## config.mk

```make
export PLATFORM = sky130hd
export DESIGN_NAME = branch_redirect_flat
export DESIGN_NICKNAME = d
export VERILOG_FILES = /design/src/rtl/branch_redirect_pkg.sv /design/src/rtl/branch_redirect_if.sv /design/src/rtl/branch_redirect_sel.sv /design/src/rtl/branch_redirect.sv /design/src/flat_wrapper.sv
export SDC_FILE = /design/constraint.sdc
export NUM_CORES = 1
export LEC_CHECK = 0
export BUFFER_PORTS_ARGS = -buffer_cell sky130_fd_sc_hd__buf_4
export CAP_MARGIN = 20
export CORE_MARGIN = 5
export CORE_UTILIZATION = 50
export DETAILED_ROUTE_END_ITERATION = 8
export GPL_TIMING_DRIVEN = 0
export PLACE_DENSITY = 0.87
export SLEW_MARGIN = 20
export SYNTH_ARGS = -nofsm -noshare
export SYNTH_HDL_FRONTEND = slang
export SYNTH_HIERARCHICAL = 1
export SYNTH_SLANG_ARGS = --single-unit
```

## constraint.sdc

```tcl
create_clock -name clk -period 12 [get_ports clk]
set_input_delay 1.8 -clock clk [delete_from_list [all_inputs] [get_ports clk]]
set_output_delay 1.8 -clock clk [all_outputs]
set_load 0.02 [all_outputs]
```

## src/rtl/branch_redirect_pkg.sv

```systemverilog
//------------------------------------------------------------------------------
// Module      : branch_redirect_pkg
// Description : Shared constants, types and age helpers for the commit-side
//               branch redirect path (also consumed by fetch).
// Revision    : 1.0 - initial release
//------------------------------------------------------------------------------
`default_nettype none

package branch_redirect_pkg;

    localparam int NBR      = 2;
    localparam int RV       = 64;
    localparam int NCOMMIT  = 32;
    localparam int LNCOMMIT = 5;
    localparam int BDEC     = 4;
    localparam int LNBR     = (NBR > 1) ? $clog2(NBR) : 1;

    typedef logic [NCOMMIT-1:0]  kill_mask_t;
    typedef logic [LNCOMMIT-1:0] slot_t;

    typedef struct packed {
        logic [RV-2:0]   pc;
        logic            is_short;
        logic [BDEC-2:0] dec;
    } redirect_t;

    typedef enum logic [0:0] {
        ST_IDLE = 1'b0,
        ST_PEND = 1'b1
    } br_state_e;

    // Modular subtract: wraps naturally when slot < head.
    function automatic slot_t age_f(input slot_t slot, input slot_t head);
        return slot - head;
    endfunction

    function automatic kill_mask_t kill_mask_f(input slot_t win_age, input slot_t head);
        kill_mask_t m;
        m = '0;
        for (int s = 0; s < NCOMMIT; s++) begin
            m[s] = (age_f(slot_t'(s), head) > win_age);
        end
        return m;
    endfunction

endpackage

`default_nettype wire

```

## src/rtl/branch_redirect_if.sv

```systemverilog
//------------------------------------------------------------------------------
// Module      : branch_redirect_if
// Description : Branch-unit mispredict reports and fetch redirect handshake.
// Revision    : 1.0 - initial release
//------------------------------------------------------------------------------
`default_nettype none

interface branch_redirect_if;
    import branch_redirect_pkg::*;

    logic [NBR-1:0]            br_enable;
    logic [NBR*LNCOMMIT-1:0]   br_addr;
    logic [NBR*(RV-1)-1:0]     br_dest;
    logic [NBR-1:0]            br_short;
    logic [NBR*(BDEC-1)-1:0]   br_dec;

    logic                      redirect_valid;
    logic                      redirect_ready;
    logic [RV-2:0]             redirect_pc;
    logic                      redirect_short;
    logic [BDEC-2:0]           redirect_dec;

    modport master (
        output br_enable, br_addr, br_dest, br_short, br_dec, redirect_ready,
        input  redirect_valid, redirect_pc, redirect_short, redirect_dec
    );

    modport slave (
        input  br_enable, br_addr, br_dest, br_short, br_dec, redirect_ready,
        output redirect_valid, redirect_pc, redirect_short, redirect_dec
    );

endinterface

`default_nettype wire

```

## src/rtl/branch_redirect_sel.sv

```systemverilog
//------------------------------------------------------------------------------
// Module      : br_oldest_sel
// Description : Combinational NBR-way minimum-age selector, lowest index wins ties.
// Revision    : 1.0 - initial release
//------------------------------------------------------------------------------
`default_nettype none

module br_oldest_sel
    import branch_redirect_pkg::*;
(
    input  logic [NBR-1:0]          i_valid,
    input  logic [NBR*LNCOMMIT-1:0] i_age,
    output logic                    o_found,
    output logic [LNBR-1:0]         o_idx,
    output logic [LNCOMMIT-1:0]     o_age
);

    always_comb begin
        o_found = 1'b0;
        o_idx   = '0;
        o_age   = '0;
        // Strict less-than keeps the lower index on equal ages.
        for (int i = 0; i < NBR; i++) begin
            if (i_valid[i] && (!o_found || (i_age[i*LNCOMMIT +: LNCOMMIT] < o_age))) begin
                o_found = 1'b1;
                o_idx   = LNBR'(i);
                o_age   = i_age[i*LNCOMMIT +: LNCOMMIT];
            end
        end
    end

endmodule

`default_nettype wire

```

## src/rtl/branch_redirect.sv

```systemverilog
//------------------------------------------------------------------------------
// Module      : branch_redirect
// Description : Keeps the oldest mispredicting branch, pulses a younger-slot kill
//               mask and holds a PC redirect toward fetch.
// Revision    : 1.0 - initial release
//------------------------------------------------------------------------------
`default_nettype none

module branch_redirect
    import branch_redirect_pkg::*;
(
    input  logic                clk,
    input  logic                rst_n,
    input  logic [LNCOMMIT-1:0] i_commit_head,
    input  logic                i_flush,
    output logic [NCOMMIT-1:0]  o_commit_kill,
    branch_redirect_if.slave    br_if
);

    br_state_e           r_state;
    br_state_e           w_state_nxt;
    slot_t               r_slot;
    redirect_t           r_payload;
    kill_mask_t          r_kill;
    kill_mask_t          r_filt;
    logic [1:0]          r_filt_cnt;

    kill_mask_t          w_filt;
    slot_t               w_pend_age;
    logic [NBR-1:0]      w_cand;
    logic [NBR*LNCOMMIT-1:0] w_ages;
    logic                w_win;
    logic [LNBR-1:0]     w_win_idx;
    slot_t               w_win_age;
    slot_t               w_win_slot;
    redirect_t           w_win_pay;
    kill_mask_t          w_kill_mask;
    logic                w_load;

    assign w_filt     = (r_filt_cnt != 2'd0) ? r_filt : '0;
    assign w_pend_age = age_f(r_slot, i_commit_head);

    always_comb begin
        w_cand = '0;
        w_ages = '0;
        for (int i = 0; i < NBR; i++) begin
            w_ages[i*LNCOMMIT +: LNCOMMIT] = age_f(br_if.br_addr[i*LNCOMMIT +: LNCOMMIT], i_commit_head);
            w_cand[i] = br_if.br_enable[i]
                      && !i_flush
                      && !w_filt[br_if.br_addr[i*LNCOMMIT +: LNCOMMIT]]
                      && ((r_state == ST_IDLE) || (w_ages[i*LNCOMMIT +: LNCOMMIT] < w_pend_age));
        end
    end

    br_oldest_sel u_sel (
        .i_valid (w_cand),
        .i_age   (w_ages),
        .o_found (w_win),
        .o_idx   (w_win_idx),
        .o_age   (w_win_age)
    );

    always_comb begin
        w_win_slot = '0;
        w_win_pay  = '0;
        for (int i = 0; i < NBR; i++) begin
            if (w_win_idx == LNBR'(i)) begin
                w_win_slot         = br_if.br_addr[i*LNCOMMIT +: LNCOMMIT];
                w_win_pay.pc       = br_if.br_dest[i*(RV-1) +: (RV-1)];
                w_win_pay.is_short = br_if.br_short[i];
                w_win_pay.dec      = br_if.br_dec[i*(BDEC-1) +: (BDEC-1)];
            end
        end
    end

    assign w_kill_mask = kill_mask_f(w_win_age, i_commit_head);

    always_comb begin
        w_state_nxt = r_state;
        w_load      = 1'b0;
        if (i_flush) begin
            w_state_nxt = ST_IDLE;
        end else if (w_win) begin
            w_state_nxt = ST_PEND;
            w_load      = 1'b1;
        end else if ((r_state == ST_PEND) && br_if.redirect_ready) begin
            w_state_nxt = ST_IDLE;
        end
    end

    always_ff @(posedge clk or negedge rst_n) begin
        if (!rst_n) begin
            r_state    <= ST_IDLE;
            r_slot     <= '0;
            r_payload  <= '0;
            r_kill     <= '0;
            r_filt     <= '0;
            r_filt_cnt <= 2'd0;
        end else begin
            r_state <= w_state_nxt;
            r_kill  <= w_load ? w_kill_mask : '0;
            if (w_load) begin
                r_slot    <= w_win_slot;
                r_payload <= w_win_pay;
            end
            // Filter spans the pulse cycle plus the branch unit's two stages.
            if (i_flush) begin
                r_filt     <= '0;
                r_filt_cnt <= 2'd0;
            end else if (w_load) begin
                r_filt     <= w_kill_mask;
                r_filt_cnt <= 2'd3;
            end else if (r_filt_cnt != 2'd0) begin
                r_filt_cnt <= r_filt_cnt - 2'd1;
            end
        end
    end

    assign o_commit_kill         = r_kill;
    assign br_if.redirect_valid  = (r_state == ST_PEND);
    assign br_if.redirect_pc     = r_payload.pc;
    assign br_if.redirect_short  = r_payload.is_short;
    assign br_if.redirect_dec    = r_payload.dec;

endmodule

`default_nettype wire

```

## src/flat_wrapper.sv

```systemverilog
// flat-port wrapper written by rule: the top's interface ports become plain ports
module branch_redirect_flat import branch_redirect_pkg::*;
  (clk, rst_n, i_commit_head, i_flush, o_commit_kill, br_if_br_enable, br_if_br_addr, br_if_br_dest, br_if_br_short, br_if_br_dec, br_if_redirect_ready, br_if_redirect_valid, br_if_redirect_pc, br_if_redirect_short, br_if_redirect_dec);
  branch_redirect_if br_if_i ();
  input  logic clk;
  input  logic rst_n;
  input  logic [LNCOMMIT-1:0] i_commit_head;
  input  logic i_flush;
  output logic [NCOMMIT-1:0] o_commit_kill;
  input wire logic [$bits(br_if_i.br_enable)-1:0] br_if_br_enable;
  input wire logic [$bits(br_if_i.br_addr)-1:0] br_if_br_addr;
  input wire logic [$bits(br_if_i.br_dest)-1:0] br_if_br_dest;
  input wire logic [$bits(br_if_i.br_short)-1:0] br_if_br_short;
  input wire logic [$bits(br_if_i.br_dec)-1:0] br_if_br_dec;
  input wire logic [$bits(br_if_i.redirect_ready)-1:0] br_if_redirect_ready;
  output wire logic [$bits(br_if_i.redirect_valid)-1:0] br_if_redirect_valid;
  output wire logic [$bits(br_if_i.redirect_pc)-1:0] br_if_redirect_pc;
  output wire logic [$bits(br_if_i.redirect_short)-1:0] br_if_redirect_short;
  output wire logic [$bits(br_if_i.redirect_dec)-1:0] br_if_redirect_dec;
  assign br_if_i.br_enable = br_if_br_enable;
  assign br_if_i.br_addr = br_if_br_addr;
  assign br_if_i.br_dest = br_if_br_dest;
  assign br_if_i.br_short = br_if_br_short;
  assign br_if_i.br_dec = br_if_br_dec;
  assign br_if_i.redirect_ready = br_if_redirect_ready;
  assign br_if_redirect_valid = br_if_i.redirect_valid;
  assign br_if_redirect_pc = br_if_i.redirect_pc;
  assign br_if_redirect_short = br_if_i.redirect_short;
  assign br_if_redirect_dec = br_if_i.redirect_dec;
  branch_redirect u_core (.clk(clk), .rst_n(rst_n), .i_commit_head(i_commit_head), .i_flush(i_flush), .o_commit_kill(o_commit_kill), .br_if(br_if_i));
endmodule
```

---- After elaboration in Yosys (flattened, before gate mapping) ----
Cells that the tools add are included.
word-level totals
  flip-flop bits (word level) ............. 139
  input port bits ......................... 155
operators by class
  add/sub/neg operators ................... 36
  $lt $le $gt $ge ......................... 37
  multiplexer cells ....................... 23
  bitwise operators ....................... 1
  reductions and logical operators ........ 19
operators by type and width
  operator             number
  $gt 5x5->1           32
  $mux 32              4
  $sub 5x5->5 const A  16
  $mux 67              1
  $sub 4x5->5 const A  8
  $sub 3x5->5 const A  4
  $lt 5x5->1           3
  $mux 5               3
  $sub 5x5->5          3
  $lt 5x6->1 const B   2
  $bmux 1 s5           2
  $mux 1               10
  $sub 1x5->5 const A  2
  $sub 2x5->5 const A  2
  $logic_and 1x1->1    8
  $mux 2               3
  $reduce_bool 3->1    2
  $logic_not 1->1      4
  $reduce_bool 2->1    2
  $logic_or 1x1->1     3
  $sub 2x1->2 const B  1
  $not 1->1            1

---- Logic depth before layout (Yosys ltp) ----
  depth after elaboration ................. 16
  mapped depth ............................ 27
  gate-level depth less buffers ........... 26

---- Cells and area by module ----
Netlist, hierarchy kept.
modules (own cells, without submodules)
  module           instances  cells each  area each (um^2)  seq. area each (um^2)
  branch_redirect  1          878         8778.4            3478.3
  br_oldest_sel    1          27          191.4             0.0

---- Worst setup path before layout ----
Ideal clock, no wire load.
  path type ............................... input to register
  start point ............................. input br_if_br_addr[0]
  end point ............................... register u_core.r_filt[15]
  data arrival time ....................... 6.929 ns
  data required time ...................... 11.936 ns
  slack ................................... 5.006 ns
  stages on the path ...................... 24
  cells stage by stage .................... buf_6 buf_12 inv_1 ha_1 inv_1 fa_1 a21o_1 a21oi_1 xnor2_1 ha_1 o21ai_0 a21oi_1 nor4bb_1 nand2_1 ha_1 a21o_1 a221oi_2 and3_4 o22ai_1 inv_1 ha_1 o21bai_1 a211oi_1 a21o_1
between the ends
  elaborated cells between the ends (all ways) .. 22
  those cells by class .................... 1 x add/sub; 3 x order compare; 10 x mux; 8 x reduce/logical
RTL lines
  item                                                  RTL line                   text
  from (decl)                                           flat_wrapper.sv:11         input wire logic [$bits(br_if_i.br_addr)-1:0] br_if_br_addr;
  $sub 5x5->5 (*)                                       branch_redirect_pkg.sv:34  return slot - head;
  net u_core.w_ages[4]                                  branch_redirect.sv:31      logic [NBR*LNCOMMIT-1:0] w_ages;
  $lt 5x5->1 (*)                                        branch_redirect.sv:51      && ((r_state == ST_IDLE) || (w_ages[i*LNCOMMIT +: LNCOMMIT] < w_pend_age));
  $logic_or 1x1->1 (*)                                  branch_redirect.sv:51
  $logic_and 1x1->1 (*)                                 branch_redirect.sv:51
  net u_core.w_cand[0]                                  branch_redirect.sv:30      logic [NBR-1:0] w_cand;
  $mux 5 / $mux 1 (equally long branches)               branch_redirect_sel.sv:24  if (i_valid[i] && (!o_found || (i_age[i*LNCOMMIT +: LNCOMMIT] < o_age))) begin
  $lt 5x5->1 / $logic_not 1->1 (equally long branches)  branch_redirect_sel.sv:24
  $logic_or 1x1->1                                      branch_redirect_sel.sv:24
  $logic_and 1x1->1                                     branch_redirect_sel.sv:24
  $mux 5 (*)                                            branch_redirect_sel.sv:24
  net u_core.w_win_age[4]                               branch_redirect.sv:34      slot_t w_win_age;
  $gt 5x5->1 (*)                                        branch_redirect_pkg.sv:41  m[s] = (age_f(slot_t'(s), head) > win_age);
  $mux 32 (*)                                           branch_redirect.sv:110     end else if (w_load) begin
  $mux 32 (*)                                           branch_redirect.sv:107     if (i_flush) begin
  to (signal assigned)                                  branch_redirect.sv:111     r_filt <= w_kill_mask;
  to (decl)                                             branch_redirect.sv:25      kill_mask_t r_filt;
Mark *: on every way through the listed nets, which the timed path passes. The rest lies on a longest branch. The select of a mux whose other input is x is not followed.
A chain may end at the register's enable or synchronous reset.

---- Worst setup path in the final report ----
  start point ............................. input i_commit_head[3]
  end point ............................... register u_core.r_filt[15]
between the ends
  cells in the longest elaborated chain, start to end .. 12
  elaborated cells between the ends (all ways) .. 24
  those cells by class .................... 4 x add/sub; 4 x order compare; 8 x mux; 8 x reduce/logical
ends and longest elaborated chain
  item                                                  RTL line                   text
  from (decl)                                           flat_wrapper.sv:7          input logic [LNCOMMIT-1:0] i_commit_head;
  $sub 5x5->5 (*)                                       branch_redirect_pkg.sv:34
  net u_core.w_ages[4]                                  branch_redirect.sv:31
  $lt 5x5->1 (*)                                        branch_redirect.sv:51
  $logic_or 1x1->1 (*)                                  branch_redirect.sv:51
  $logic_and 1x1->1 (*)                                 branch_redirect.sv:51
  net u_core.w_cand[0]                                  branch_redirect.sv:30
  $mux 5 / $mux 1 (equally long branches)               branch_redirect_sel.sv:24
  $lt 5x5->1 / $logic_not 1->1 (equally long branches)  branch_redirect_sel.sv:24
  $logic_or 1x1->1                                      branch_redirect_sel.sv:24
  $logic_and 1x1->1                                     branch_redirect_sel.sv:24
  $mux 5 (*)                                            branch_redirect_sel.sv:24
  net u_core.w_win_age[3]                               branch_redirect.sv:34
  $gt 5x5->1 (*)                                        branch_redirect_pkg.sv:41
  $mux 32 (*)                                           branch_redirect.sv:110
  $mux 32 (*)                                           branch_redirect.sv:107
Marks and branches as above.

==> impl_metrics.toml <==
[timing]
setup_slack_ns = 3.92
worst-slew-pin-transition_ns = 1.01
fin_tns_setup_ns = 0
fin_skew_ns = 0.0130
drv_slew = 0
rsz0062_at_grt = "no"
max_freq_mhz = 124
finalCriticalPeriod_ns = 8.08
fin_crit_sh = 0.673
finalHoldViolations = 0
setup_viol = 0
relSlewSlack = 0.316

[global_route]
grt_first_pass_wirelength_um = 43800
antenna_found_initial = 1
grt_pass1_vias = 8173
grt_max_degree = 83
overflow = 0
track_usage = 0.275

[logic_synthesis]
yosysTopAreaCell = "dfrtp_1"
netlist-cell-type-count = 46
syn_area_per_cell_um2 = 9.91
synthTopCellsByArea = "dfrtp_1 (39%), ha_1 (13%), mux2i_1 (12%)"
synth.top_cell.area_share = 0.388
synth_flop_cell = "dfrtp_1"
yosys_warnings = 6
synth.yosys.seq_area_share = 0.388
syn-num-nets = 1159
synth-edff-count = 0
synthCells = 905
synth-seq-cells = 139
async_flop_share = 1.00
synth_area_um2 = 8970

[pwr]
p_clk_frac = 0.228
leakagePower_uw = 0.00608
total_power_uw = 2220
vdd_drop_max_mv = 0.141
seq_power_share = 0.318
p_comb_frac = 0.454
switching_share = 0.402
powerDensity_nw_per_um2 = 189
internal_power_uw = 1330
p_sw_uw = 892

[cells_and_area]
final_area_um2 = 11800
regArea_um2 = 3480
fin_util = 0.659
final_cell_mix = "buf_4 (251), dfrtp_1 (139), o21ai_0 (113), mux2i_1 (105), ha_1 (96)"
finalNetCount = 1431
multi_input_area_um2 = 4970
drive_gt1_frac = 0.258
final_common_cell = "buf_4"
n_fill_cell = 1351
area_growth_pct = 31.0
insertedDiodeCount = 0

[worst_setup_path]
required_ns = 12.36
r2r.worst_path.cells = 24
slowest_stage = "nor4bb_1"
rrSetupSlack_ns = 5.53
crit_buf_inv = 4
max_stage_delay_ns = 0.86
crit_top_cell = "ha_1"
start_kind = "primary input"
r2r-end = "u_core/r_filt[15]"
critPathKind = "in2reg"
path_cells = "buf_4 -> clkbuf_1 -> inv_1 -> ha_1 -> a21oi_1 -> xnor2_1 -> ha_1 -> o21ai_0 -> a21oi_1 -> nor4bb_1 -> nand2_1 -> ha_1 -> a21o_1 -> a221oi_2 -> and3_4 -> o22ai_1 -> inv_1 -> ha_1 -> a21boi_0 -> o21bai_1 -> a211oi_1 -> a21o_1"
arrival_ns = 8.45
worstReg2RegStart = "u_core/r_slot[0]"
cp_max_fo = 16
setup.worst_path.end_class = "flop"
critPathTopFamily = "compound AO/OA/AOI/OAI gates"

[floorplanning]
io_pins = 255
num_rows = 49
core_area_um2 = 17800
dieWidth_um = 144
die_h_um = 144
dieArea_um2 = 20700
start_util = 0.503

[clocking]
path_clk_slew_ns = 0.06
clock_latency_ns = 0.43
htree_num_levels = 4
post-cts-setup-buffer-count = 0
cts_sinks = 139
cts_buffer_depth = 2
ctsRootBufferMaster = "clkbuf_16"
holdBufCountCts = 0
ctsResizeCount = 0
cts_made_buffers = 17
cts_tree = "built"

[routing]
num_vias = 8224
dr.pass1.iters = 6
detail-route-antenna-nets = 0
route.detailed.drc = 0
avgViaCountPerCell = 5.80
drt_iter0_markers = 947
routed_wl_um = 29000
avgRoutedWirePerCell_um = 20.5

[min_path]
hp-class = "reg2reg"
hold_start = "u_core/br_if.redirect_dec[2]"
hold_depth = 2
worst_hold_path.endpoint = "u_core/br_if.redirect_dec[2]"

[placement]
globalplace.congestion = 0.917
pre_cts_ws_ns = 3.49
place_area_um2 = 11200
place.port_buffers = 252
dp_hpwl_um = 22300

[status]
status = "completed"

[job]
maxCapViolCount = 0
Yosys cell counts, types with 2 or more instances:
cell type  count
o22ai_1       15
a21boi_0      10
nand2_1       95
xor2_1         8
nor3b_1        2
a221oi_1      18
o21ai_1        2
o221ai_1       8
clkbuf_1      22
mux4_2         2
ha_1          96
o21ai_0      113
nand2b_1       9
and4_1         8
dfrtp_1      139
buf_6          4
a21o_1        48
nor4bb_1       2
nor2_1        12
and3_1         4
a211oi_1       9
buf_12         2
fa_1           3
mux2i_1      105
inv_1         76
and3b_1        2
nor2b_1        5
o21bai_1       2
buf_2          7
buf_1          7
a21oi_1       28
xnor2_1       27
a31oi_1        2
cells by family after synthesis:
kind of cell	Yosys count	synth area share
compound gates	260	0.181
mux	107	0.122
simple gates	144	0.0750
flops	139	0.388
xor+xnor	35	0.0342
fa+ha+maj	99	0.141
buf+inv	121	0.0593
cell type report:
cell class	instances	share of cell area
well taps	229	0.0244
plain buffers	44	0.0207
repair buffers	253	0.164
inverters	77	0.0246
flip-flops and latches	139	0.296
multi-input cells	645	0.423
clock inverters	13	0.0100
clock buffers	19	0.0377
tightest hold or removal path: stages (launching register included):
cell and delay (ns):
dfrtp_1 0.34, nand2_1 0.05, o21ai_0 0.06
worst max path at each step:
stage	start	to	slack, ns	cells after the start
global placement	i_commit_head[3]	u_core/r_filt[15]	3.60	21
CTS	i_commit_head[3]	u_core/r_filt[15]	3.87	21
finish	i_commit_head[3]	u_core/r_filt[15]	3.92	22
floorplan	br_if_br_addr[0]	u_core/r_filt[15]	5.01	24
global route	i_commit_head[3]	u_core/r_filt[30]	3.63	22
detailed placement	i_commit_head[3]	u_core/r_filt[15]	3.49	21
flip-flops by register name (all words and copies together), names as in the netlist:
register,flops
u_core/r_filt,32
u_core/r_slot,5
u_core/o_commit_kill,32
u_core/br_if.redirect_valid,1
u_core/br_if.redirect_short,1
u_core/r_filt_cnt,2
u_core/br_if.redirect_dec,3
u_core/br_if.redirect_pc,63
layer usage:
metal | up-vias | part of all wire | GRT usage
li1 | 3772 | - | -
met1 | 3938 | 0.40 | 0.362
met2 | 414 | 0.48 | 0.433
met3 | 100 | 0.088 | 0.0749
met4 | 0 | 0.036 | 0.111
met5 | - | 0 | 0
through the flow:
| step | std cells | hold slack, ns |
|---|---|---|
| final | 1419 | 0.482 |
| after global routing | 1419 | 0.507 |
| after CTS | 1419 | 0.485 |
| after detailed placement | 1387 | 0.471 |
| after global placement | 1386 | 0.463 |
| after floorplan | 905 | 0.450 |
power by group through the flow:
stage          Sequential [µW]  Combinational, µW  Clock (µW)
3_3_place_gp               703                946           0
3_5_place_dp               711                987           0
6_report                   705               1010         505
4_1_cts                    704                998         512
2_1_floorplan              833                451           0
5_1_grt                    722               1090         533
(Power assumes the default switching activity.)
